## src/rtl/display_pkg.sv

```systemverilog
// Shared sizing defaults and FSM encoding for the display register bank and
// other frame-synchronised blocks.
package display_pkg;

  localparam int ADDR_W_DEF = 4;
  localparam int DATA_W_DEF = 8;
  localparam int DEPTH_DEF  = 1 << ADDR_W_DEF;

  typedef enum logic [1:0] {
    ST_IDLE    = 2'd0,
    ST_PENDING = 2'd1,
    ST_COPY    = 2'd2
  } state_e;

endpackage

```

## src/rtl/vsync_edge_detect.sv

```systemverilog
// Leading-edge detector for VSync; polarity is a parameter so any
// frame-synchronised block can reuse it.
module vsync_edge_detect #(
  parameter bit ACT_LOW = 1'b1
) (
  input  logic i_clk,
  input  logic i_rst_n,
  input  logic i_vsync,
  output logic o_vs_rise
);

  logic w_vs_act;
  logic r_vs_act_q;

  assign w_vs_act = (i_vsync == ~ACT_LOW);

  // Reset to the inactive level so a VSync already active at reset release
  // still counts as a leading edge on the first cycle.
  always_ff @(posedge i_clk or negedge i_rst_n) begin
    if (!i_rst_n) begin
      r_vs_act_q <= 1'b0;
    end else begin
      r_vs_act_q <= w_vs_act;
    end
  end

  assign o_vs_rise = w_vs_act & ~r_vs_act_q;

endmodule

```

## src/rtl/display_mem_bank.sv

```systemverilog
// Double-buffered display register bank: producer fills the shadow bank,
// which is published to the front bank only on a VSync leading edge.
//
//   state      | meaning
//   -----------+---------------------------------------------------------
//   ST_IDLE    | no commit queued; writes accepted
//   ST_PENDING | commit queued, waiting for VSync leading edge; writes ok
//   ST_COPY    | copying shadow->front one entry per cycle; writes held
module display_mem_bank
  import display_pkg::*;
#(
  parameter int ADDR_W        = ADDR_W_DEF,
  parameter int DATA_W        = DATA_W_DEF,
  parameter bit VSYNC_ACT_LOW = 1'b1
) (
  input  logic              i_clk,
  input  logic              i_rst_n,
  input  logic              i_wr_en,
  input  logic [ADDR_W-1:0] i_wr_addr,
  input  logic [DATA_W-1:0] i_wr_data,
  output logic              o_wr_ready,
  input  logic              i_commit,
  output logic              o_commit_pending,
  output logic              o_commit_done,
  input  logic              i_vsync,
  input  logic [ADDR_W-1:0] i_mem_addr,
  output logic [DATA_W-1:0] o_mem_data
);

  localparam int                DEPTH    = 1 << ADDR_W;
  localparam logic [ADDR_W-1:0] IDX_LAST = '1;

  state_e            r_state;
  state_e            w_state_nxt;
  logic [ADDR_W-1:0] r_idx;
  logic              r_req_q;
  logic              r_commit_done;
  logic [DATA_W-1:0] r_front  [DEPTH];
  logic [DATA_W-1:0] r_shadow [DEPTH];

  logic w_vs_rise;
  logic w_in_copy;
  logic w_copy_last;
  logic w_wr_ready;
  logic w_commit_pending;
  logic w_wr_fire;

  vsync_edge_detect #(
    .ACT_LOW (VSYNC_ACT_LOW)
  ) u_vsync_edge (
    .i_clk     (i_clk),
    .i_rst_n   (i_rst_n),
    .i_vsync   (i_vsync),
    .o_vs_rise (w_vs_rise)
  );

  always_ff @(posedge i_clk or negedge i_rst_n) begin
    if (!i_rst_n) begin
      r_state <= ST_IDLE;
    end else begin
      r_state <= w_state_nxt;
    end
  end

  always_comb begin
    w_state_nxt = r_state;
    case (r_state)
      ST_IDLE: begin
        if (i_commit) w_state_nxt = ST_PENDING;
      end
      ST_PENDING: begin
        if (w_vs_rise) w_state_nxt = ST_COPY;
      end
      ST_COPY: begin
        // A commit seen on the final copy cycle is queued, not lost.
        if (w_copy_last) w_state_nxt = (r_req_q | i_commit) ? ST_PENDING : ST_IDLE;
      end
      default: w_state_nxt = ST_IDLE;
    endcase
  end

  always_comb begin
    w_in_copy        = 1'b0;
    w_wr_ready       = 1'b1;
    w_commit_pending = 1'b0;
    case (r_state)
      ST_PENDING: begin
        w_commit_pending = 1'b1;
      end
      ST_COPY: begin
        w_in_copy        = 1'b1;
        w_wr_ready       = 1'b0;
        w_commit_pending = 1'b1;
      end
      default: begin
        w_in_copy        = 1'b0;
      end
    endcase
  end

  assign w_copy_last = w_in_copy & (r_idx == IDX_LAST);
  assign w_wr_fire   = i_wr_en & w_wr_ready;

  always_ff @(posedge i_clk or negedge i_rst_n) begin
    if (!i_rst_n) begin
      r_idx         <= '0;
      r_req_q       <= 1'b0;
      r_commit_done <= 1'b0;
    end else begin
      r_commit_done <= w_copy_last;
      if (w_in_copy) begin
        r_idx <= r_idx + 1'b1;
      end else begin
        r_idx <= '0;
      end
      if (!w_in_copy || w_copy_last) begin
        r_req_q <= 1'b0;
      end else if (i_commit) begin
        r_req_q <= 1'b1;
      end
    end
  end

  always_ff @(posedge i_clk or negedge i_rst_n) begin
    if (!i_rst_n) begin
      for (int i = 0; i < DEPTH; i++) r_shadow[i] <= '0;
    end else if (w_wr_fire) begin
      r_shadow[i_wr_addr] <= i_wr_data;
    end
  end

  always_ff @(posedge i_clk or negedge i_rst_n) begin
    if (!i_rst_n) begin
      for (int i = 0; i < DEPTH; i++) r_front[i] <= '0;
    end else if (w_in_copy) begin
      r_front[r_idx] <= r_shadow[r_idx];
    end
  end

  assign o_mem_data       = r_front[i_mem_addr];
  assign o_wr_ready       = w_wr_ready;
  assign o_commit_pending = w_commit_pending;
  assign o_commit_done    = r_commit_done;

endmodule

```

## config.mk

```make
export PLATFORM = sky130hd
export DESIGN_NAME = display_mem_bank
export DESIGN_NICKNAME = d
export VERILOG_FILES = /design/src/rtl/display_pkg.sv /design/src/rtl/vsync_edge_detect.sv /design/src/rtl/display_mem_bank.sv
export SDC_FILE = /design/constraint.sdc
export NUM_CORES = 1
export LEC_CHECK = 0
export CORE_MARGIN = 2
export CORE_UTILIZATION = 40
export CTS_CLUSTER_DIAMETER = 150
export DETAILED_ROUTE_END_ITERATION = 8
export PLACE_DENSITY = 0.68
export SETUP_SLACK_MARGIN = 0.2
export SLEW_MARGIN = 40
export SYNTH_ARGS = -nofsm -noshare
export SYNTH_HDL_FRONTEND = slang
export SYNTH_SLANG_ARGS = --single-unit
export TNS_END_PERCENT = 1
```

## constraint.sdc

```tcl
create_clock -name i_clk -period 2.3 [get_ports i_clk]
set_clock_uncertainty 0.2 [all_clocks]
set_input_delay 0.345 -clock i_clk [delete_from_list [all_inputs] [get_ports i_clk]]
set_output_delay 0.345 -clock i_clk [all_outputs]
set_load 0.01 [all_outputs]
```

==> run_results.csv <==
group,metric,value,unit
placement,dp_hpwl,17900,um
timing,finalSetupViolations,8,
die,core-area,29800,sq um
clock_network,clockRootBuffer,"clkbuf_16",
global_route,grt_use_total,17.6,%
synthesis,synth.avg_cell_area,16.6,sq um
clock_network,ctsLongestPathBuffers,3,
drt,drt_iter0_drc,357,
timing,fin_ws,-0.117,ns
synthesis,ys_seq_area_share,54.6,%
finish,syn_to_final_growth,21.1,%
drt,drt-pass1-iter-count,4,
clock_network,cts_sinks,265,
worst_setup_path,crit_fanout,2,
synthesis,synthTopCellsByCount,"265 x dfrtp_1, 229 x mux2_2, 61 x mux4_2",
synthesis,yosysWarnings,0,
worst_setup_path,critPathRequiredTime,1.75,ns
finish,fin_util,49.4,%
die,io_pins,32,
global_route,overflow,0,
drt,via_per_inst,5.38,
timing,max_freq,414,MHz
global_route,antenna_found_initial,0,
global_route,grt_max_degree,70,
synthesis,yosys.area.top_type,"dfrtp_1",
worst_setup_path,cp-end-kind,"primary output",
synthesis,synth_flop_cell,"dfrtp_1",
die,floorplan.die_area,31800,sq um
timing,hold_violations,0,
drt,wl_per_cell,21.4,um
global_route,first_global_vias,7302,
die,start_util,40.8,%
synthesis,synth_area_leaders,"dfrtp_1 55%, mux2_2 21%, mux4_2 11%, mux2_4 3.5%, a22oi_1 0.99%",
worst_setup_path,critPathArrivalTime,1.87,ns
finish,nets,850,
timing,finalCritPeriodShare,105,%
placement,io_buffers,31,
die,die_w,178,um
timing,rsz0062_at_grt,"yes",
status,status,"complete, but fails checks",
power_and_ir_drop,power,14600,uW
finish,drive_gt1_share,58.7,%
synthesis,synth_cells,732,
timing,maxSlewViolCount,0,
synthesis,syn_nets,762,
clock_network,insertion_delay,0.54,ns
timing,fin_crit,2.42,ns
synthesis,yosysMostFrequentCell,"dfrtp_1",
timing,slew_headroom,51.1,%
drt,ant_nets,0,
worst_setup_path,startpoint_type,"register",
min_path,hold_path_class,"in -> async",
drt,drc,0,
clock_network,cts_tree,"built",
synthesis,synth_area,12100,sq um
synthesis,ys_async_sr_fraction,100,%
synthesis,synth_edf_count,0,
drt,finalWirelength,26400,um
clock_network,htreeDepth,1,
status,violations,"negative setup slack",
synthesis,ys_ff_latch,265,
power_and_ir_drop,vdd_drop_max,0.560,mV
worst_setup_path,crit_type,"reg -> out",
timing,worst_pin_slew,0.732,ns
drt,vias,6631,
clock_network,numCtsBuffers,28,
power_and_ir_drop,p_leak,0.00673,uW
synthesis,ys_types,42,
synthesis,yosysTopAreaCellShare,54.6,%
flow_run,maxCapViolations,0,
power_and_ir_drop,powerDensity,995,nW/um^2
placement,gp_congestion,0.738,
clock_network,path_clk_slew,0.06,ns
global_route,grt_pass1_wl,42800,um
die,fp.dieH,178,um
die,rows,63,
## worst max-delay path, cell delays in order, from the launching register on
cell and delay [ns]:
dfrtp_1 0.39, mux4_2 0.48, a22oi_2 0.21, nand2_1 0.11, buf_2 0.15
## metrics by stage
step	instance area, sq um	hold WS [ns]	cells	worst slack, ns	setup TNS [ns]
after global placement	13400	0.0582	1176	-0.546	-4.07
after floorplan	12100	-0.151	732	0.213	0
final	14700	0.0964	1233	-0.117	-0.532
after global routing	14700	0.122	1232	-0.179	-1.69
after CTS	14700	0.0894	1232	-0.173	-0.831
after detailed placement	13400	0.0576	1176	-0.548	-4.20
## per-layer routing
| layer | vias up | global-route usage, % | share of wire, % |
|---|---|---|---|
| met5 | - | 0 | 0 |
| met4 | 0 | 3.42 | 1.8 |
| met3 | 36 | 2.22 | 3.6 |
| met2 | 104 | 28.4 | 47 |
| met1 | 3563 | 25.8 | 48 |
| li1 | 2928 | - | - |
## kinds of logic (layout without fill, tap and decap cells)
group	count (synthesis)	in the layout	synth area share, %
DFF	265	265	54.6
and+or+nand+nor	65	65	3.86
adders and majority gates	9	9	0.927
xor gates and xnor gates	2	2	0.144
other	0	1	0
buffers and inverters	47	157	2.42
muxes	321	321	36.7
AOI/OAI and AO/OA	23	23	1.40
## registers in the layout, indices dropped and copies added (netlist names)
register	flops
o_commit_done	1
r_front	128
r_idx	4
r_req_q	1
r_shadow	128
r_state	2
u_vsync_edge.r_vs_act_q	1
## power breakdown
group	total (uW)	switching [uW]	internal, uW
Sequential	6090	488	5600
Clock	5470	1880	3590
Combinational	3070	1350	1710
Total	14600	3730	10900
## cell usage in the layout (no fill, tap or decap), types with 2 or more instances in the layout
master,count
and4bb_4,2
nor2_2,2
inv_1,6
clkinvlp_4,2
buf_2,9
clkbuf_8,2
nand4b_1,2
buf_12,20
nand2_2,9
nand4_1,4
nand2_1,10
ha_4,2
ha_1,6
a21oi_1,2
mux4_2,64
bufinv_16,11
dfrtp_1,263
nor2b_1,8
a22oi_2,14
mux2_4,45
clkdlybuf4s50_1,18
clkbuf_16,29
and3_4,2
and2_1,4
nor2b_2,2
and3b_1,2
clkinv_2,7
buf_6,2
a22oi_1,2
mux2_2,212
nor3_4,2
dlygate4sd2_1,2
dfrtp_2,2
nand3_1,8
inv_2,2
buf_4,44
## path summary, 6_finish.rpt
| kind | from | cells past startpoint | slack, ns | endpoint |
|---|---|---|---|---|
| setup / recovery | r_front[98] | 4 | -0.12 | o_mem_data[2] |
| hold / removal | i_rst_n | 2 | 0.1 | r_front[7] |
| setup reg to reg | r_state[0] | 5 | 0.06 | r_front[8] |
| hold reg to reg | r_shadow[106] | 1 | 0.30 | r_shadow[106] |
| max in group asynchronous | i_rst_n | 3 | 1.10 | r_front[120] |
| min in group i_clk | i_vsync | 2 | 0.13 | u_vsync_edge.r_vs_act_q |
## final cells by class
class                           instances  area [sq um]
Timing Repair Buffer                   97          1020
Inverter                                8          30.0
Clock buffer                           31           753
Antenna cell                            1          2.50
Sequential cell                       265          6630
Tap cell                              390           488
Clock inverter                         21           389
Multi-Input combinational cell        420          5390
Fill cell                            2523         15100
## what timing repair did
item                       in CTS  in global routing
resized for setup              71                 16
hold endpoints to repair      265                  0
setup endpoints to repair      64                 74
setup buffers                   3                  0
pin swaps                      18                  7
hold buffers                    1                  0
(Power assumes the default switching activity.)
==> RTL change 1: new RTL, config.mk and constraints unchanged <==
`ADDR_W_DEF`: 4 -> 5.
--- a/src/rtl/display_pkg.sv
+++ b/src/rtl/display_pkg.sv
@@ -3,5 +3,5 @@
 package display_pkg;
 
-  localparam int ADDR_W_DEF = 4;
+  localparam int ADDR_W_DEF = 5;
   localparam int DATA_W_DEF = 8;
   localparam int DEPTH_DEF  = 1 << ADDR_W_DEF;
Interface: changed (resized i_mem_addr and i_wr_addr); port bits go from 32 to 34. No check against the original RTL was run, so the function may have changed too.
==> RTL change 1 against the original RTL <==
- the run still ends with setup timing left
- cell count increased by 150%
- power grew 79%
- register-to-register slack worse by 0.38 ns
- setup slack lost 0.54 ns
- clock power up 70%
- critical path depth rose by 2
- area after synthesis increased by 120%
- maximum frequency decreased by 18%
- routed wire length rose to 2.5 times the old value
- design area increased by 120%
- sequential cell count is 257 higher
- sequential power increased by 87%
- non-clock buffer count grew 164
- critical path type unchanged
- highest routed layer unchanged
==> RTL change 1: results (changes against the original RTL) <==
clocking:
  clk_latency_ns: 0.63  # was 0.54 ns
  cts_root_buffer: "clkbuf_16"  # unchanged
  h-tree-depth: 2  # was 1
  numCtsBuffers: 57  # was 28
finish:
  largestRegisters: "r_front: 256 flops, r_shadow: 256 flops, r_idx: 5 flops"  # was r_front: 128 flops, r_shadow: 128 flops, r_idx: 4 flops
  layout.nets: 2170  # was 850
  drive_above_1_share: 0.452  # was 0.587
  n_antenna_cell: 0  # was 1
  fillers: 5605  # was 2523
global_routing:
  track_usage: 0.200  # was 0.176
  first_global_vias: 18000  # was 7302
  grt_pass1_wl_mm: 106  # was 42.8 mm
  grt_max_degree: 92  # was 70
synthesis:
  synth-seq-area-share: 0.496  # was 0.546
  synth_cell_types: 51  # was 42
  ys_top_cells_by_area: "dfrtp_1 (50%), mux2_2 (11%), a31oi_2 (9.6%)"  # was dfrtp_1 (55%), mux2_2 (21%), mux4_2 (11%)
  syn_avg_cell_area_um2: 13.2  # was 16.6 um^2
  synth_commonest_cells: "dfrtp_1 (522), nor2_1 (286), mux2_2 (265)"  # was dfrtp_1 (265), mux2_2 (229), mux4_2 (61)
power_and_ir_drop:
  p_sw_mw: 7.53  # was 3.73 mW
  ir_drop_mv: 0.749  # was 0.560 mV
  p_int_mw: 18.6  # was 10.9 mW
  pwr-share-seq: 0.435  # was 0.416
placement:
  io_buffers: 33  # was 31
  dpl_worst_slack_ns: -0.791  # was -0.548 ns
  placed_area_um2: 29400  # was 13400 um^2
  dpl.cell_count: 2938  # was 1176
  routabilityCongestion: 0.851  # was 0.738
  post-dp-hpwl_mm: 44.3  # was 17.9 mm
setup_path:
  r2r_slack_ns: -0.32  # was 0.06 ns
  cp.arrival_ns: 2.41  # was 1.87 ns
  r2r-start: "r_idx[3]"  # was r_state[0]
status:
  failed_checks: "setup timing"  # unchanged
  status: "finished with violations"  # unchanged
drt:
  drt_iter0_markers: 1134  # was 357
  dr.pass1.iters: 5  # was 4
  route.vias.total: 17000  # was 6631
  drt-total-wl_mm: 66.4  # was 26.4 mm
timing:
  hold-worst-slack_ns: 0.0316  # was 0.0964 ns
  setup_slack_ns: -0.659  # was -0.117 ns
  finalSetupViolCount: 263  # was 8
  relSlewSlack: 0.502  # was 0.511
  finalSetupTns_ns: -54.88  # was -0.532 ns
[RTL change 1: worst max-delay path by stage]
stage                  startpoint       endpoint  slack (ns)  depth (start not counted)
global route         r_front[156]  o_mem_data[4]       -0.74                          6
floorplan           i_mem_addr[0]  o_mem_data[3]        0.09                          6
finish               r_front[148]  o_mem_data[4]       -0.66                          6
global placement    i_mem_addr[0]  o_mem_data[6]       -0.78                          6
detailed placement  i_mem_addr[0]  o_mem_data[6]       -0.79                          6
CTS                  r_front[148]  o_mem_data[4]       -0.68                          6
[RTL change 1: layout make-up]
| type | count | area, um^2 | area share |
|---|---|---|---|
| flip-flops and latches | 522 | 13100 | 0.412 |
| inverters | 10 | 40.0 | 0.00126 |
| well taps | 864 | 1080 | 0.0341 |
| multi-input cells | 1286 | 12500 | 0.393 |
| clock buffers | 87 | 1680 | 0.0530 |
| clock inverters | 18 | 224 | 0.00707 |
| repair buffers | 261 | 3140 | 0.0992 |
[RTL change 1: what timing repair did]
action	CTS	global route
hold buffers	3	0
gates resized for setup	104	20
buffers inserted	1	1
endpoints found under the setup margin	524	499
pin swaps	13	9
endpoints found under the hold margin	522	0
[RTL change 1: metal layers]
metal,GRT usage,up-vias,part of all wire
met5,0,-,0
met4,0.0681,0,0.030
met3,0.0283,108,0.040
met2,0.327,344,0.48
met1,0.274,8834,0.45
li1,-,7665,-
[RTL change 1: kinds of logic (layout without fill, tap and decap cells)]
group | count (synthesis) | count (layout) | synth area share
DFF | 522 | 522 | 0.496
muxes | 481 | 481 | 0.214
and+or+nand+nor | 411 | 411 | 0.0823
AOI/OAI and AO/OA | 383 | 383 | 0.152
buffers and inverters | 184 | 376 | 0.0502
adders and majority gates | 9 | 9 | 0.00428
xor gates and xnor gates | 2 | 2 | 0.000665
==> RTL change 2: new RTL, config.mk and constraints unchanged <==
Without the edit above. Make the reset (`i_rst_n`) synchronous in 5 clocked blocks.
--- a/src/rtl/vsync_edge_detect.sv
+++ b/src/rtl/vsync_edge_detect.sv
@@ -17,5 +17,5 @@
   // Reset to the inactive level so a VSync already active at reset release
   // still counts as a leading edge on the first cycle.
-  always_ff @(posedge i_clk or negedge i_rst_n) begin
+  always_ff @(posedge i_clk) begin
     if (!i_rst_n) begin
       r_vs_act_q <= 1'b0;
--- a/src/rtl/display_mem_bank.sv
+++ b/src/rtl/display_mem_bank.sv
@@ -55,5 +55,5 @@
   );
 
-  always_ff @(posedge i_clk or negedge i_rst_n) begin
+  always_ff @(posedge i_clk) begin
     if (!i_rst_n) begin
       r_state <= ST_IDLE;
@@ -102,5 +102,5 @@
   assign w_wr_fire   = i_wr_en & w_wr_ready;
 
-  always_ff @(posedge i_clk or negedge i_rst_n) begin
+  always_ff @(posedge i_clk) begin
     if (!i_rst_n) begin
       r_idx         <= '0;
@@ -122,5 +122,5 @@
   end
 
-  always_ff @(posedge i_clk or negedge i_rst_n) begin
+  always_ff @(posedge i_clk) begin
     if (!i_rst_n) begin
       for (int i = 0; i < DEPTH; i++) r_shadow[i] <= '0;
@@ -130,5 +130,5 @@
   end
 
-  always_ff @(posedge i_clk or negedge i_rst_n) begin
+  always_ff @(posedge i_clk) begin
     if (!i_rst_n) begin
       for (int i = 0; i < DEPTH; i++) r_front[i] <= '0;
Check against the original RTL: differs if i_rst_n is asserted again (counterexample within 4 cycles, from zero or initial values and one cycle with i_rst_n low); with i_rst_n held inactive, the same outputs for 4 cycles.
==> RTL change 2 against the original RTL <==
- the flow still finishes with violations (setup timing)
- setup slack better by 0.0087 ns
- routed wire length rose by 1.3%
- count of clock-buffer cells in the layout did not move
- critical path depth is the same
- area after synthesis shrank 2.0%
- sequential cell count did not move
- synthesized cell count grew 9.7%
- core utilization shrank 2.0 points
- design area shrank 5.0%
- critical path type unchanged
Power is not compared: it rests on default switching activity, and its combinational part moved more than twofold at a synthesized area within 25%.
==> RTL change 2: results (changes against the original RTL) <==
clocking:
  numCtsBuffers: 27  # was 28
  post-cts-setup-buffers: 0  # was 3
  cts-resized-gates: 75  # was 71
global_routing:
  track_usage: 0.177  # was 0.176
  first_global_vias: 6780  # was 7302
  antenna_found_initial: 1  # was 0
  grt_pass1_wl_mm: 41.1  # was 42.8 mm
  grt_max_degree: 45  # was 70
setup_path:
  path_max_fanout: 1  # was 2
  slowest_delay_ns: 0.50  # was 0.48 ns
status:
  failed_checks: "setup timing"  # unchanged
  status: "finished with violations"  # unchanged
timing:
  finalSetupTns_ns: -0.539  # was -0.532 ns
  relSlewSlack: 0.560  # was 0.511
  finalSetupViolCount: 8  # unchanged
  setup_slack_ns: -0.109  # was -0.117 ns
power_and_ir_drop:
  p_int_mw: 8.14
placement:
  routabilityCongestion: 0.849  # was 0.738
  post-dp-hpwl_mm: 18.7  # was 17.9 mm
  dpl.cell_count: 1248  # was 1176
finish:
  stdcell_count: 1296  # was 1233
synthesis:
  synth_cell_types: 36  # was 42
  synthCells: 803  # was 732
  ys_top_cells_by_area: "edfxtp_1 (65%), mux4_2 (9.1%), and2_1 (6.9%)"  # was dfrtp_1 (55%), mux2_2 (21%), mux4_2 (11%)
  synth_commonest_cells: "edfxtp_1 (256), nor2_1 (148), and2_1 (131)"  # was dfrtp_1 (265), mux2_2 (229), mux4_2 (61)
  yosysTopAreaCellShare: 0.646  # was 0.546
  synth_enable_flop_cells: 256  # was 0
  async_flop_share: 0  # was 1.00
  syn-num-nets: 835  # was 762
drt:
  dr.pass1.iters: 5  # was 4
  drt_iter0_markers: 814  # was 357
  via_per_inst: 5.24  # was 5.38
  drt-total-wl_mm: 26.7  # was 26.4 mm
min_path:
  min_path_type: "in2reg"  # was in2async
[RTL change 2: per-layer routing]
| metal | part of all wire | global-route usage |
|---|---|---|
| met1 | 0.45 | 0.255 |
| met5 | 0 | 0 |
| met4 | 0.025 | 0.0417 |
| met2 | 0.46 | 0.280 |
| met3 | 0.062 | 0.0314 |
[RTL change 2: worst register-to-register path: stages (launching register included)]
cell and delay [ns]:
dfxtp_2 0.35, inv_4 0.05, ha_4 0.18, nand3b_1 0.19, or3b_1 0.37, buf_6 0.17, o21ai_4 0.30
[RTL change 2: path summary, 6_finish.rpt]
path | slack [ns] | start | endpoint | cells past startpoint
max | -0.11 | r_front[4][6] | o_mem_data[6] | 4
min | 0.14 | i_rst_n | o_commit_done | 4
max reg2reg | 0.16 | r_state[0] | r_shadow[10][3] | 6
min reg2reg | 0.30 | r_req_q | r_req_q | 2
[RTL change 2: final cells by class]
cell class	count	area [um^2]	area share
multi-input combinational	489	3820	0.274
tap	390	488	0.0349
sequential	265	7870	0.564
antenna	1	2.50	0.000179
timing repair buffer	98	983	0.0704
clock buffer	31	691	0.0495
inverter	7	31.3	0.00224
clock inverter	15	72.6	0.00520
[RTL change 2: through the flow]
step	hold slack, ns	instance area (um^2)	setup WS, ns
final	0.140	14000	-0.109
after CTS	0.105	13900	-0.142
after global routing	0.145	14000	-0.156
after floorplan	0.217	12000	0.0119
after global placement	0.281	13200	-0.475
after detailed placement	0.297	13200	-0.480
[RTL change 2: kinds of logic (layout without fill, tap and decap cells)]
kind of cell,Yosys count,in the layout,share of synthesized area
simple gates,362,362,0.148
flops,265,265,0.661
mux,66,66,0.128
buf+inv,49,151,0.0251
compound gates,48,48,0.0246
fa+ha+maj,11,11,0.0116
xor+xnor,2,2,0.00147
other cells,0,1,0
